`src/rtl/de_hazard_ctrl_pkg.sv`:
```
// Shared types and constants for the decode/execute hazard controller.
// Optional build macro: HAZ_PERF_CNT_EN (stall/flush performance counters).
package de_hazard_ctrl_pkg;

    typedef enum logic [1:0] {
        ST_RUN   = 2'd0,
        ST_FLUSH = 2'd1,
        ST_HOLD  = 2'd2
    } haz_state_e;

    localparam int HAZ_REG_AW = 3;
    localparam int FLASH_W    = 2;
    localparam int CNT_W      = 16;

    function automatic logic [CNT_W-1:0] sat_inc(input logic [CNT_W-1:0] v);
        return (&v) ? v : v + 1'b1;
    endfunction

endpackage

```
`src/rtl/de_hazard_ctrl_load_use_cmp.sv`:
```
// Load-use comparator: decode sources against a loading execute instruction.
// Shared with the forwarding unit; purely combinational.
module haz_load_use_cmp
    import de_hazard_ctrl_pkg::*;
#(
    parameter int REG_AW = HAZ_REG_AW
) (
    input  logic [REG_AW-1:0] src1_i,
    input  logic [REG_AW-1:0] src2_i,
    input  logic              uses_src1_i,
    input  logic              uses_src2_i,
    input  logic              ex_mr_i,
    input  logic              ex_rw_i,
    input  logic [REG_AW-1:0] ex_dst_i,
    output logic              load_use_o
);

    logic hit1;
    logic hit2;

    assign hit1 = uses_src1_i && (src1_i == ex_dst_i);
    assign hit2 = uses_src2_i && (src2_i == ex_dst_i);
    assign load_use_o = ex_mr_i && ex_rw_i && (hit1 || hit2);

endmodule

```
`src/rtl/de_hazard_ctrl.sv`:
```
// Hazard/flush controller: stall, bubble, fetch flush and FlashNum countdown.
// Optional build macro: HAZ_PERF_CNT_EN adds saturating stall/flush counters.
module de_hazard_ctrl
    import de_hazard_ctrl_pkg::*;
#(
    parameter int FLUSH_DEPTH = 2,
    parameter int REG_AW      = HAZ_REG_AW
) (
    input  logic               Clk,
    input  logic               Rst,
    input  logic [REG_AW-1:0]  DecSrc1,
    input  logic [REG_AW-1:0]  DecSrc2,
    input  logic               DecUsesSrc1,
    input  logic               DecUsesSrc2,
    input  logic               ExMR,
    input  logic               ExRW,
    input  logic [REG_AW-1:0]  ExRegDst,
    input  logic               BranchTaken,
    input  logic               MemBusy,
    output logic               Stall,
    output logic               Bubble,
    output logic               FlushFD,
    output logic [FLASH_W-1:0] FlashNum,
    output logic [CNT_W-1:0]   StallCount,
    output logic [CNT_W-1:0]   FlushCount
);

    localparam logic [FLASH_W-1:0] FLASH_START = FLASH_W'(FLUSH_DEPTH - 1);
    localparam logic [FLASH_W-1:0] FLASH_ONE   = FLASH_W'(1);

    haz_state_e         state_q, state_d;
    logic [FLASH_W-1:0] flash_q, flash_d;
    logic               load_use;

    haz_load_use_cmp #(
        .REG_AW(REG_AW)
    ) u_load_use_cmp (
        .src1_i      (DecSrc1),
        .src2_i      (DecSrc2),
        .uses_src1_i (DecUsesSrc1),
        .uses_src2_i (DecUsesSrc2),
        .ex_mr_i     (ExMR),
        .ex_rw_i     (ExRW),
        .ex_dst_i    (ExRegDst),
        .load_use_o  (load_use)
    );

    // State and FlashNum registers with synchronous active-low reset
    always_ff @(posedge Clk) begin
        if (!Rst) begin
            state_q <= ST_RUN;
            flash_q <= '0;
        end else begin
            state_q <= state_d;
            flash_q <= flash_d;
        end
    end

    assign FlashNum = flash_q;

    // Next-state and control decode; a HOLD exit cycle behaves like RUN
    always_comb begin
        state_d = state_q;
        flash_d = flash_q;
        Stall   = 1'b0;
        Bubble  = 1'b0;
        FlushFD = 1'b0;
        unique case (state_q)
            ST_FLUSH: begin
                Bubble  = 1'b1;
                FlushFD = 1'b1;
                if (MemBusy) begin
                    Stall = 1'b1;
                end else if (flash_q <= FLASH_ONE) begin
                    state_d = ST_RUN;
                    flash_d = '0;
                end else begin
                    flash_d = flash_q - 1'b1;
                end
            end
            ST_RUN, ST_HOLD: begin
                if (state_q == ST_HOLD && MemBusy) begin
                    Stall = 1'b1;
                end else begin
                    state_d = ST_RUN;
                    if (BranchTaken) begin
                        FlushFD = 1'b1;
                        Bubble  = 1'b1;
                        Stall   = MemBusy;
                        if (FLUSH_DEPTH > 1) begin
                            state_d = ST_FLUSH;
                            flash_d = FLASH_START;
                        end else begin
                            flash_d = '0;
                        end
                    end else if (MemBusy) begin
                        Stall   = 1'b1;
                        state_d = ST_HOLD;
                    end else if (load_use) begin
                        Stall  = 1'b1;
                        Bubble = 1'b1;
                    end
                end
            end
            default: begin
                state_d = ST_RUN;
                flash_d = '0;
            end
        endcase
    end

`ifdef HAZ_PERF_CNT_EN
    logic             br_acc;
    logic [CNT_W-1:0] stall_cnt_q;
    logic [CNT_W-1:0] flush_cnt_q;

    assign br_acc = BranchTaken
                 && (state_q != ST_FLUSH)
                 && !(state_q == ST_HOLD && MemBusy);

    // Saturating counters of stalled cycles and accepted taken branches
    always_ff @(posedge Clk) begin
        if (!Rst) begin
            stall_cnt_q <= '0;
            flush_cnt_q <= '0;
        end else begin
            if (Stall) begin
                stall_cnt_q <= sat_inc(stall_cnt_q);
            end
            if (br_acc) begin
                flush_cnt_q <= sat_inc(flush_cnt_q);
            end
        end
    end

    assign StallCount = stall_cnt_q;
    assign FlushCount = flush_cnt_q;
`else
    assign StallCount = '0;
    assign FlushCount = '0;
`endif

endmodule

```
`config.mk`:
```
export PLATFORM = sky130hd
export DESIGN_NAME = de_hazard_ctrl
export DESIGN_NICKNAME = d
export VERILOG_FILES = /design/src/rtl/de_hazard_ctrl_pkg.sv /design/src/rtl/de_hazard_ctrl_load_use_cmp.sv /design/src/rtl/de_hazard_ctrl.sv
export SDC_FILE = /design/constraint.sdc
export NUM_CORES = 1
export LEC_CHECK = 0
export ABC_CLOCK_PERIOD_IN_PS = 2400
export CORE_MARGIN = 1.5
export CORE_UTILIZATION = 30
export CTS_BUF_LIST = sky130_fd_sc_hd__clkbuf_16
export CTS_CLUSTER_SIZE = 12
export DETAILED_ROUTE_END_ITERATION = 16
export PLACE_DENSITY = 0.83
export SLEW_MARGIN = 20
export SYNTH_ARGS = -nofsm -noshare
export SYNTH_HDL_FRONTEND = slang
export SYNTH_SLANG_ARGS = --single-unit
```
`constraint.sdc`:
```
create_clock -name Clk -period 2.4 [get_ports Clk]
set_input_delay 0.48 -clock Clk [delete_from_list [all_inputs] [get_ports Clk]]
set_output_delay 0.48 -clock Clk [all_outputs]
set_load 0.005 [all_outputs]
```
==> metrics.txt <==
run status=completed; # rows=14; vias in the first global route=410; Vias per Instance=4.07; CP Data Required Time=1.92 ns; Hold/Removal Path Class=reg -> reg; Setup CP Type=in -> out; share of layout cells above drive strength 1=10.4%; M1 GR Usage=10.7%; Reg clk slew, reported paths=0.03 ns; post-route ant nets=0; top post-synthesis cells by count=buf_4 (32), xnor2_1 (6), dfxtp_1 (4), nand2_1 (4), nor2_1 (4); M3 GR Usage=2.40%; Worst setup SP type=input pin; Vias=456; DP HPWL=853 µm; Synth async-reset ratio=0%; RSZ-0062 raised after global routing=false; number of synthesized register bits=4; GR peak layer=met2; clk_lat worst skew=0.22 ns; Final nets=115; Max Root-Sink Buffers=2; LEAKAGE=0.369 nW; YS warnings=0; Post-Syn Instances=69; drt initial violations=1; H-tree depth=1; register area=80.1 µm²; final setup violation count=0; gp weighted congestion=0.737; post-synth top area share=45.5%; initial antenna violation count=0; max-cap violations=0; Die Y=45.0 µm; Worst VDD drop=0.724 mV; Final period util=95.0%; setup TNS=0 ns; CP Capture Type=output port; most common cell in the netlist=buf_4; ranking of synthesized cells by area=buf_4 (45%), dfxtp_1 (15%), xnor2_1 (10%); Hold Fails Final Rpt=0; Synth-to-Final Area Change=38.6%; ANT cells=0; syn avg cell area=7.65 µm²; Worst Path Arrival=1.80 ns; Final Power=0.426 mW; I/O pins=54; DIE WIDTH=45.0 µm; GR Overflow Total=0; multi-input logic area=319 µm²; Post-synth EDFFs=0; Yosys top cell by area=buf_4; Final Core Density=46.4%; sequential area share after synthesis=15.2%; cts hold-fix bufs=0; crit path max fanout=3; post-layout min period=2.28 ns; CTS tree=done; Max Clk Rate=0.439 GHz; CTS Sinks=4; drt pass-1 iters=2; die area=2020 µm²; largest net degree at the start of global routing=8; first-pass GRT wire length=1690 µm; pwr dens=582 nW/µm²; post-synth cell types=17; Core Area=1580 µm²; Starting Density=33.5%; clk root buf=clkbuf_16; WL/cell=8.93 µm; DRC violation count after routing=0; total track usage=12.0%; final wirelength=1000 µm; Fill cells=162; worst clock skew=0.00137 ns; Syn Std Cell Area=528 µm²; # port buffers=21; TritonCTS Buffers=3; met2 usage=22.3%; ys flop type=dfxtp_1; Slew Viols, Final=0
[layer usage]
metal / routed length [µm] / part of all wire (%)
met1: 344 / 34
met2: 549 / 55
met5: 0 / 0
met3: 72 / 7.2
met4: 34 / 3.4
[placed cells by master (no fill, tap or decap)]
cell and n:
a21boi_0 2, a21o_1 1, a21oi_1 2, a41o_1 2
buf_4 4, clkbuf_16 3, clkbuf_2 1, clkdlybuf4s50_1 16
conb_1 32, dfxtp_1 4, dlygate4sd2_1 4, inv_1 2
nand2_1 4, nand4_1 2, nor2_1 3, nor2_2 1
nor2b_1 2, nor3_1 1, o211a_1 1, o21ai_0 2
o311a_2 1, xnor2_1 6
[state kept, by name (all words and copies together), names as in the netlist]
signal    flops
FlashNum      2
state_q       2
[stage by stage]
stage / std cells / setup slack [ns] / hold WS (ns) / instance area, µm²
floorplan: 100 / 0.957 / 0.454 / 644
global placement: 107 / -0.0640 / 0.467 / 649
detailed placement: 107 / -0.0927 / 0.486 / 649
CTS: 112 / 0.0512 / 0.493 / 734
global route: 112 / 0.0206 / 0.508 / 732
finish: 112 / 0.121 / 0.485 / 732
[critical path: stages]
cell             delay [ns]
clkdlybuf4s50_1        0.43
nor2_1                 0.13
nor2b_1                0.07
nor2_2                 0.15
clkdlybuf4s50_1        0.53
[final cells by class]
class,instances,area share [%]
Clock buffer,3,10.3
Inverter,2,1.03
Multi-Input combinational cell,62,43.6
Sequential cell,4,10.9
Tap cell,16,2.74
Timing Repair Buffer,25,31.5
[power breakdown]
group	leakage (nW)	switching [mW]	internal, mW
Clock	0.0370	0.0464	0.213
Combinational	0.299	0.0386	0.0521
Sequential	0.0329	0.00503	0.0712
Total	0.369	0.0901	0.336
[final timing paths]
check	start	end	slack (ns)	depth (start not counted)
max	MemBusy	FlushFD	0.12	5
min	FlashNum[1]	FlashNum[1]	0.48	2
max reg2reg	state_q[1]	FlashNum[0]	1.32	4
min reg2reg	FlashNum[1]	FlashNum[1]	0.48	2
[timing repair]
action                     4_1_cts  5_1_grt
resized for setup                6        2
buffers inserted                 2        0
cloned                           0        0
setup endpoints to repair        2        2
pin swaps                        1        0
[cell families after synthesis]
group	share of synthesized area [%]
buf+inv	46.9
compound gates	15.9
other cells	0.710
simple gates	11.4
flops	15.2
xor+xnor	9.95
Power figures use the tool's default switching activity.
